[config.mk]
export PLATFORM = sky130hd
export DESIGN_NAME = gray_conv_arbiter_flat
export DESIGN_NICKNAME = d
export VERILOG_FILES = /design/src/rtl/gray_conv_pkg.sv /design/src/rtl/gray_conv_arbiter_if.sv /design/src/rtl/gray_encode_core.sv /design/src/rtl/gray_conv_arbiter.sv /design/src/flat_wrapper.sv
export SDC_FILE = /design/constraint.sdc
export NUM_CORES = 1
export LEC_CHECK = 0
export CAP_MARGIN = 20
export CORE_MARGIN = 2
export CORE_UTILIZATION = 47
export DETAILED_ROUTE_END_ITERATION = 8
export PLACE_DENSITY = 0.82
export SKIP_LAST_GASP = 1
export SLEW_MARGIN = 20
export SYNTH_ARGS = -nofsm -noshare
export SYNTH_HDL_FRONTEND = slang
export SYNTH_SLANG_ARGS = --single-unit
[constraint.sdc]
create_clock -name clk -period 4.7 [get_ports clk]
set_clock_uncertainty 0.1 [all_clocks]
set_input_delay 0.94 -clock clk [delete_from_list [all_inputs] [get_ports clk]]
set_output_delay 0.94 -clock clk [all_outputs]
set_load 0.1 [all_outputs]
[src/rtl/gray_conv_pkg.sv]
`default_nettype none
// ============================================================================
// Module      : gray_conv_pkg
// Description : Shared types, defaults and helper functions for the
//               arbitrated binary-to-Gray converter.
// Revision    : 1.0 - initial release
// ============================================================================
package gray_conv_pkg;

    localparam int DEF_WIDTH = 4;
    localparam int DEF_NREQ  = 4;
    localparam int DEF_ID_W  = $clog2(DEF_NREQ);

    // Helpers work on the widest supported vectors; callers zero-extend and
    // truncate, which leaves the Gray result of the narrower word unchanged.
    localparam int MAX_W    = 64;
    localparam int MAX_NREQ = 32;

    typedef enum logic [0:0] {
        ST_EMPTY = 1'b0,
        ST_FULL  = 1'b1
    } out_state_e;

    function automatic logic [MAX_W-1:0] bin2gray(input logic [MAX_W-1:0] bin);
        return bin ^ (bin >> 1);
    endfunction

    // Round-robin search: first set bit of valid starting at ptr, wrapping at nreq.
    function automatic logic rr_pick(
        input  logic [MAX_NREQ-1:0] valid,
        input  int                  ptr,
        input  int                  nreq,
        output int                  idx
    );
        logic found;
        found = 1'b0;
        idx   = 0;
        for (int k = 0; k < MAX_NREQ; k++) begin
            if (!found && (k < nreq) && valid[(ptr + k) % nreq]) begin
                found = 1'b1;
                idx   = (ptr + k) % nreq;
            end
        end
        return found;
    endfunction

endpackage
`default_nettype wire

[src/rtl/gray_conv_arbiter_if.sv]
`default_nettype none
// ============================================================================
// Module      : gray_conv_arbiter_if
// Description : Requester-side and result-side handshake bundle.
// Revision    : 1.0 - initial release
// ============================================================================
interface gray_conv_arbiter_if #(
    parameter int WIDTH = 4,
    parameter int NREQ  = 4
);
    localparam int ID_W = $clog2(NREQ);

    logic [NREQ-1:0]       req_valid;
    logic [NREQ*WIDTH-1:0] req_data;
    logic [NREQ-1:0]       req_ready;
    logic                  out_valid;
    logic [WIDTH-1:0]      out_data;
    logic [ID_W-1:0]       out_id;
    logic                  out_ready;

    modport master (
        output req_valid, req_data, out_ready,
        input  req_ready, out_valid, out_data, out_id
    );

    modport slave (
        input  req_valid, req_data, out_ready,
        output req_ready, out_valid, out_data, out_id
    );

endinterface
`default_nettype wire

[src/rtl/gray_encode_core.sv]
`default_nettype none
// ============================================================================
// Module      : gray_encode_core
// Description : Combinational binary-to-Gray encoder (shared datapath).
// Revision    : 1.0 - initial release
// ============================================================================
module gray_encode_core
    import gray_conv_pkg::*;
#(
    parameter int WIDTH = DEF_WIDTH
) (
    input  wire  [WIDTH-1:0] i_bin,
    output logic [WIDTH-1:0] o_gray
);

    assign o_gray = WIDTH'(bin2gray(MAX_W'(i_bin)));

endmodule
`default_nettype wire

[src/rtl/gray_conv_arbiter.sv]
`default_nettype none
// ============================================================================
// Module      : gray_conv_arbiter
// Description : Round-robin arbitration of NREQ requesters onto one Gray
//               encoder, with a registered, tagged result stage and counter.
// Revision    : 1.0 - initial release
// ============================================================================
module gray_conv_arbiter
    import gray_conv_pkg::*;
#(
    parameter int WIDTH = DEF_WIDTH,
    parameter int NREQ  = DEF_NREQ,
    parameter int CNT_W = 16
) (
    input  wire                 clk,
    input  wire                 rst,
    gray_conv_arbiter_if.slave  bus,
    output logic [CNT_W-1:0]    conv_count
);

    localparam int ID_W = $clog2(NREQ);

    out_state_e        state_q, state_d;
    logic [WIDTH-1:0]  out_data_q, out_data_d;
    logic [ID_W-1:0]   out_id_q, out_id_d;
    logic [ID_W-1:0]   rr_ptr_q, rr_ptr_d;
    logic [CNT_W-1:0]  cnt_q, cnt_d;

    logic              w_free;
    logic              w_found;
    logic              w_gnt;
    logic              w_accept;
    int                w_pick_idx;
    logic [ID_W-1:0]   w_gnt_id;
    logic [NREQ-1:0]   w_ready;
    logic [WIDTH-1:0]  w_gnt_bin;
    logic [WIDTH-1:0]  w_gnt_gray;

    // Grant is combinational so a draining result can be refilled in the
    // same cycle; it is also suppressed while reset is held.
    always_comb begin
        w_pick_idx = 0;
        w_free     = (state_q == ST_EMPTY) || bus.out_ready;
        w_found    = rr_pick(MAX_NREQ'(bus.req_valid), int'(rr_ptr_q), NREQ, w_pick_idx);
        w_gnt      = w_free && w_found && !rst;
        w_gnt_id   = ID_W'(w_pick_idx);
        w_ready    = '0;
        if (w_gnt) begin
            w_ready[w_gnt_id] = 1'b1;
        end
        w_gnt_bin  = bus.req_data[int'(w_gnt_id)*WIDTH +: WIDTH];
    end

    gray_encode_core #(
        .WIDTH (WIDTH)
    ) u_encode (
        .i_bin  (w_gnt_bin),
        .o_gray (w_gnt_gray)
    );

    always_comb begin
        w_accept   = (state_q == ST_FULL) && bus.out_ready;
        state_d    = state_q;
        out_data_d = out_data_q;
        out_id_d   = out_id_q;
        rr_ptr_d   = rr_ptr_q;
        cnt_d      = cnt_q + CNT_W'(w_accept);
        if (w_gnt) begin
            state_d    = ST_FULL;
            out_data_d = w_gnt_gray;
            out_id_d   = w_gnt_id;
            rr_ptr_d   = ID_W'((w_pick_idx + 1) % NREQ);
        end else if (w_accept) begin
            state_d    = ST_EMPTY;
        end
    end

    always_ff @(posedge clk or posedge rst) begin
        if (rst) begin
            state_q    <= ST_EMPTY;
            out_data_q <= '0;
            out_id_q   <= '0;
            rr_ptr_q   <= '0;
            cnt_q      <= '0;
        end else begin
            state_q    <= state_d;
            out_data_q <= out_data_d;
            out_id_q   <= out_id_d;
            rr_ptr_q   <= rr_ptr_d;
            cnt_q      <= cnt_d;
        end
    end

    assign bus.req_ready = w_ready;
    assign bus.out_valid = (state_q == ST_FULL);
    assign bus.out_data  = out_data_q;
    assign bus.out_id    = out_id_q;
    assign conv_count    = cnt_q;

endmodule
`default_nettype wire

[src/flat_wrapper.sv]
// flat-port wrapper written by rule: the top's interface ports become plain ports
module gray_conv_arbiter_flat import gray_conv_pkg::*;
#(
    parameter int WIDTH = DEF_WIDTH,
    parameter int NREQ  = DEF_NREQ,
    parameter int CNT_W = 16
)
  (clk, rst, conv_count, bus_req_valid, bus_req_data, bus_out_ready, bus_req_ready, bus_out_valid, bus_out_data, bus_out_id);
  gray_conv_arbiter_if #(.WIDTH(WIDTH), .NREQ(NREQ)) bus_i ();
  input  wire clk;
  input  wire rst;
  output logic [CNT_W-1:0] conv_count;
  input wire logic [$bits(bus_i.req_valid)-1:0] bus_req_valid;
  input wire logic [$bits(bus_i.req_data)-1:0] bus_req_data;
  input wire logic [$bits(bus_i.out_ready)-1:0] bus_out_ready;
  output wire logic [$bits(bus_i.req_ready)-1:0] bus_req_ready;
  output wire logic [$bits(bus_i.out_valid)-1:0] bus_out_valid;
  output wire logic [$bits(bus_i.out_data)-1:0] bus_out_data;
  output wire logic [$bits(bus_i.out_id)-1:0] bus_out_id;
  assign bus_i.req_valid = bus_req_valid;
  assign bus_i.req_data = bus_req_data;
  assign bus_i.out_ready = bus_out_ready;
  assign bus_req_ready = bus_i.req_ready;
  assign bus_out_valid = bus_i.out_valid;
  assign bus_out_data = bus_i.out_data;
  assign bus_out_id = bus_i.out_id;
  gray_conv_arbiter #(.WIDTH(WIDTH), .NREQ(NREQ), .CNT_W(CNT_W)) u_core (.clk(clk), .rst(rst), .bus(bus_i), .conv_count(conv_count));
endmodule
==> flow_summary_export.csv, run 1 <==
group,metric,value,unit
placement,dp_slack,0.768,ns
power_and_ir_drop,peakVddDrop,0.000736,V
sta,maxSlewHeadroom,34.3,%
synth,synth_nets,161,
placement,io_buffer_count,49,
sta,fin_tns_setup,0,ns
global_routing,overflow,0,
power_and_ir_drop,fin_total_pwr,1.04,mW
setup_path,cp-end-kind,"primary output",
layout,final_core_util,68.8,%
drt,wl,2.87,mm
drt,vias,1143,
die,die_height,57.6,µm
sta,setup_viol,0,
layout,ff_latch_area,626,µm²
clock_network,cts.sinks,25,
sta,hold_slack,0.379,ns
synth,synthCells,136,
clock_network,clk_path_buf_depth,2,
sta,finalWorstSetupSlack,0.751,ns
placement,place_hpwl,2.32,mm
sta,rsz0062_at_grt,"false",
drt,via_per_inst,5.29,
clock_network,numCtsBuffers,3,
synth,seq_area_frac_synth,46.4,%
sta,slew_viol_final,0,
global_routing,grt_pass1_wl,4.93,mm
clock_network,clock-root-buffer,"clkbuf_4",
power_and_ir_drop,leakagePower,0.832,nW
drt,wire_per_inst,13.3,µm
setup_path,required,3.66,ns
drt,ant_nets,0,
clock_network,cts_tree,"built",
synth,avgSynthCellArea,9.92,µm²
die,die_w,57.6,µm
synth,synth_cell_types,32,
synth,yosys_warnings,0,
die,dieArea,3310,µm²
sta,period_share,84.0,%
layout,multi_input_comb_area,674,µm²
job,drv_cap,0,
synth,synth-seq-cells,25,
die,ioPinCount,50,
layout,drive_gt1_share,5.41,%
clock_network,cts_setup_buffers,0,
die,start_util,49.3,%
global_routing,grtUsageTotal,18.8,%
global_routing,grt_max_degree,26,
placement,place.gp.congestion,0.794,
die,std_cell_rows,19,
layout,synthToLayoutAreaGrowth,39.4,%
global_routing,antenna_found_initial,0,
sta,fmax,253,MHz
layout,antennaDiodeCount,0,
outcome,status,"complete, no violations",
setup_path,path_max_fanout,13,
drt,drtIter0Drc,39,
drt,drc,0,
clock_network,cts_resized,0,
clock_network,insertion_delay,0.32,ns
setup_path,startpoint_type,"input pin",
layout,nNetsFinal,211,
setup_path,worstSetupPathType,"in -> out",
global_routing,grt_pass1_vias,1146,
clock_network,postCtsHoldBufs,0,
hold_path,hold_class,"reg -> reg",
power_and_ir_drop,powerDensity,555,nW/µm²
setup_path,crit_arrival,2.91,ns
clock_network,h-tree-depth,1,
layout,n_fill_cell,224,
die,core_area,2730,µm²
synth,syn_area,1350,µm²
sta,final_hold_viol_count,0,
drt,firstDrtPassIters,4,
sta,finalCriticalPeriod,3.95,ns
clock_network,clk_pin_slew_worst_paths,0.14,ns
sta,worst_pin_slew,0.982,ns
==> power breakdown <==
part / internal [mW] / switching (mW) / total [mW]
combinational: 0.164 / 0.467 / 0.631
sequential: 0.266 / 0.0502 / 0.316
clock: 0.0325 / 0.0641 / 0.0966
==> critical path, cell delays in order <==
cell and delay, ns:
clkdlybuf4s50_1 0.52, nor2_1 0.08, a31o_1 0.25, nand2b_1 0.35
nor2_1 0.36, and2_1 0.23, buf_12 0.18
==> state kept, by name, indices dropped and copies added, names as in the netlist <==
register	flops
u_core.conv_count	16
u_core.rr_ptr_q	2
u_core.bus.out_id	2
u_core.bus.out_data	4
u_core.bus.out_valid	1
==> final cells by class <==
class	instances	share of cell area (%)
flip-flops and latches	25	33.3
multi-input cells	102	35.9
clock inverters	1	0.399
clock buffers	3	1.20
repair buffers	49	26.2
inverters	5	0.998
well taps	31	2.06
==> final timing paths <==
kind / startpoint / to / slack [ns] / cells after the start
hold / removal: u_core.conv_count[15]$_DFF_PP0_ / u_core.conv_count[15]$_DFF_PP0_ / 0.38 / 1
hold reg to reg: u_core.conv_count[15]$_DFF_PP0_ / u_core.conv_count[15]$_DFF_PP0_ / 0.38 / 1
setup / recovery: bus_req_valid[1] / bus_req_ready[3] / 0.75 / 7
setup reg to reg: u_core.rr_ptr_q[1]$_DFFE_PP0P_ / u_core.bus.out_data[2]$_DFFE_PP0P_ / 2.61 / 5
max in group asynchronous: rst / u_core.conv_count[2]$_DFF_PP0_ / 2.89 / 2
min in group asynchronous: rst / u_core.conv_count[3]$_DFF_PP0_ / 1.05 / 2
==> routing by layer <==
metal / part of all wire (%) / up-vias / GRT usage, %
li1: - / 561 / -
met1: 41 / 530 / 20.8
met2: 51 / 46 / 35.9
met3: 6.3 / 6 / 4.08
met4: 1.5 / 0 / 4.98
met5: 0 / - / 0
==> cell usage after synthesis <==
cell	n	area [µm²]
xnor2_1	17	149
o31ai_2	1	12.5
buf_4	2	15.0
a21o_1	2	15.0
and2_1	2	12.5
o21ai_1	2	10.0
a221o_1	2	20.0
clkbuf_1	1	3.75
or3_1	1	6.26
and3_1	3	18.8
xor2_1	8	70.1
nand2b_1	4	25.0
nand4_1	1	6.26
a211o_1	1	8.76
mux2_2	1	11.3
nor2_1	12	45.0
nor3_1	1	5.00
nand2_1	15	56.3
a211oi_1	2	15.0
o22a_1	1	8.76
ha_1	2	25.0
a31o_1	1	8.76
nand3_1	8	40.0
a21oi_1	5	25.0
o21ai_0	2	10.0
dfrtp_1	25	626
o22ai_1	1	6.26
inv_1	5	18.8
nand3b_1	1	7.51
mux2i_1	5	50.1
buf_6	1	11.3
nor2b_1	1	6.26
==> metrics by stage <==
stage / area [µm²] / std cells
2_1_floorplan: 1350 / 136
3_3_place_gp: 1850 / 212
3_5_place_dp: 1850 / 212
4_1_cts: 1880 / 216
5_1_grt: 1880 / 216
6_report: 1880 / 216
==> cell families (layout without fill, tap and decap cells) <==
group / after synthesis / in the layout / synth area share [%]
AO/OA/AOI/OAI: 20 / 20 / 10.4
XOR/XNOR: 25 / 25 / 16.2
adder cells (fa/ha/maj): 2 / 2 / 1.85
buffers and inverters: 9 / 58 / 3.62
flip-flops: 25 / 25 / 46.4
multiplexers: 6 / 6 / 4.55
AND/OR/NAND/NOR: 49 / 49 / 17.0
==> placed cells by master, fill, tap and decap left out, drive strengths merged, types with 2 or more instances in the layout <==
cell,count
a211oi,2
o21ai,4
and2,2
nand3,8
nand2,15
and3,3
xnor2,17
nand2b,4
xor2,8
clkbuf,3
a21o,2
a221o,2
mux2i,5
buf,4
inv,5
clkdlybuf4s50,45
a21oi,5
ha,2
nor2,12
dfrtp,25
No activity file was read; power rests on OpenSTA's default activity.
==> inputs of run 2 (changes only) <==
--- a/config.mk
+++ b/config.mk
@@ -7,9 +7,9 @@
 export LEC_CHECK = 0
 export CAP_MARGIN = 20
 export CORE_MARGIN = 2
-export CORE_UTILIZATION = 47
+export CORE_UTILIZATION = 44
 export DETAILED_ROUTE_END_ITERATION = 8
-export PLACE_DENSITY = 0.82
+export PLACE_DENSITY = 0.78
 export SKIP_LAST_GASP = 1
 export SLEW_MARGIN = 20
 export SYNTH_ARGS = -nofsm -noshare
==> constraint.sdc (replaced) <==
create_clock -name clk -period 4.1 [get_ports clk]
set_clock_uncertainty 0.1 [all_clocks]
set_input_delay 0.82 -clock clk [delete_from_list [all_inputs] [get_ports clk]]
set_output_delay 0.82 -clock clk [all_outputs]
set_load 0.1 [all_outputs]
==> flow_summary_export.csv, run 2 (synthesis results as in run 1) <==
group,metric,value,unit
drt,drc,0,
drt,ant_nets,0,
setup_path,worstSetupPathType,"in -> out",
layout,synthToLayoutAreaGrowth,43.3,%
setup_path,path_max_fanout,10,
die,core_area,2980,µm²
clock_network,postCtsHoldBufs,0,
global_routing,antenna_found_initial,0,
drt,vias,1173,
clock_network,cts_setup_buffers,0,
global_routing,grt_pass1_wl,4.85,mm
die,die_w,59.4,µm
sta,finalWorstSetupSlack,0.480,ns
global_routing,grtUsageTotal,17.8,%
placement,dp_slack,0.491,ns
job,drv_cap,0,
hold_path,holdPathEnd,"u_core.conv_count[15]$_DFF_PP0_",
layout,final_common_cell,"clkdlybuf4s50_1",
die,std_cell_rows,20,
clock_network,cts_tree,"built",
setup_path,worstPathCellList,"clkdlybuf4s50_1 > nand2b_1 > a21oi_1 > a211o_1 > nor2_1 > and2_1 > buf_12",
sta,period_share,88.3,%
placement,place.gp.congestion,0.797,
clock_network,cts_resized,0,
sta,maxSlewHeadroom,34.3,%
sta,fmax,276,MHz
drt,wire_per_inst,13.6,µm
setup_path,worst_r2r_endpoint,"u_core.bus.out_data[2]$_DFFE_PP0P_",
setup_path,path_buf_inv,2,
setup_path,required,3.18,ns
setup_path,cpLargestDelayFamily,"buffers and inverters",
global_routing,grt_max_degree,26,
layout,antennaDiodeCount,0,
placement,place_hpwl,2.42,mm
setup_path,rrSetupSlack,2.08,ns
hold_path,hold_depth,1,
layout,final_core_util,64.9,%
placement,io_buffer_count,49,
drt,firstDrtPassIters,4,
setup_path,ff2ff_path_depth,5,
clock_network,cts.sinks,25,
drt,via_per_inst,5.36,
sta,final_hold_viol_count,0,
clock_network,clk_path_buf_depth,2,
layout,drive_gt1_share,6.45,%
power_and_ir_drop,powerDensity,625,nW/µm²
sta,rsz0062_at_grt,"false",
hold_path,worst_hold_startpoint,"u_core.conv_count[15]$_DFF_PP0_",
drt,drtIter0Drc,30,
sta,setup_viol,0,
global_routing,grt_pass1_vias,1199,
layout,n_fill_cell,247,
clock_network,insertion_delay,0.32,ns
global_routing,overflow,0,
setup_path,r2r-start,"u_core.rr_ptr_q[1]$_DFFE_PP0P_",
clock_network,h-tree-depth,1,
sta,slew_viol_final,0,
clock_network,clock-root-buffer,"clkbuf_4",
setup_path,cp_slowest_stage_delay,0.52,ns
die,dieArea,3520,µm²
power_and_ir_drop,leakagePower,0.847,nW
layout,largest_register_ff_count,16,
hold_path,hold_class,"reg -> reg",
clock_network,clk_pin_slew_worst_paths,0.14,ns
layout,layout_common_cells,"45 x clkdlybuf4s50_1, 25 x dfrtp_1, 17 x xnor2_1, 15 x nand2_1, 12 x nor2_1",
power_and_ir_drop,peakVddDrop,0.000361,V
setup_path,startpoint_type,"input pin",
outcome,status,"complete, no violations",
setup_path,crit_slowest_cell,"clkdlybuf4s50_1",
layout,nNetsFinal,212,
sta,fin_tns_setup,0,ns
die,die_height,59.4,µm
die,start_util,45.3,%
setup_path,crit_arrival,2.70,ns
placement,place_area,1900,µm²
layout,postLayoutCellArea,1930,µm²
die,ioPinCount,50,
setup_path,cp-end-kind,"primary output",
drt,wl,2.98,mm
sta,worst_pin_slew,0.983,ns
clock_network,numCtsBuffers,3,
sta,finalCriticalPeriod,3.62,ns
run 2: final cells by class:
cell class	instances	area, µm²	share of cell area, %
clock buffer	3	22.5	1.17
clock inverter	1	7.51	0.388
inverter	5	18.8	0.971
multi-input combinational	102	679	35.1
sequential	25	626	32.4
tap	33	41.3	2.14
timing repair buffer	50	538	27.8
run 2: per-layer routing:
metal / global-route usage [%] / vias up / wire (µm)
met5: 0 / - / 0
met4: 4.22 / 0 / 8
met3: 2.84 / 2 / 171
met2: 36.6 / 43 / 1570
met1: 18.0 / 570 / 1220
li1: - / 558 / -
run 2: power breakdown:
part	switching, mW	internal, mW	total, mW
clock network	0.0737	0.0372	0.111
registers	0.0556	0.304	0.360
logic	0.537	0.200	0.737
total	0.666	0.541	1.21
run 2: worst max path at each step:
stage / to / slack, ns / startpoint / depth (start not counted)
final: bus_req_ready[3] / 0.48 / bus_req_valid[1] / 7
after global routing: bus_req_ready[2] / 0.39 / bus_req_valid[0] / 6
after CTS: bus_req_ready[3] / 0.48 / bus_req_valid[1] / 7
after detailed placement: bus_req_ready[3] / 0.49 / bus_req_valid[1] / 7
after global placement: bus_req_ready[3] / 0.55 / bus_req_valid[1] / 7
after floorplan: bus_req_ready[0] / 0.47 / bus_req_valid[0] / 6
run 2: through the flow:
stage	cells	hold slack (ns)	power, mW
after global placement	215	0.364	1.09
after floorplan	136	0.422	0.924
after detailed placement	215	0.371	1.10
after CTS	219	0.390	1.21
final	219	0.384	1.21
after global routing	219	0.395	1.26
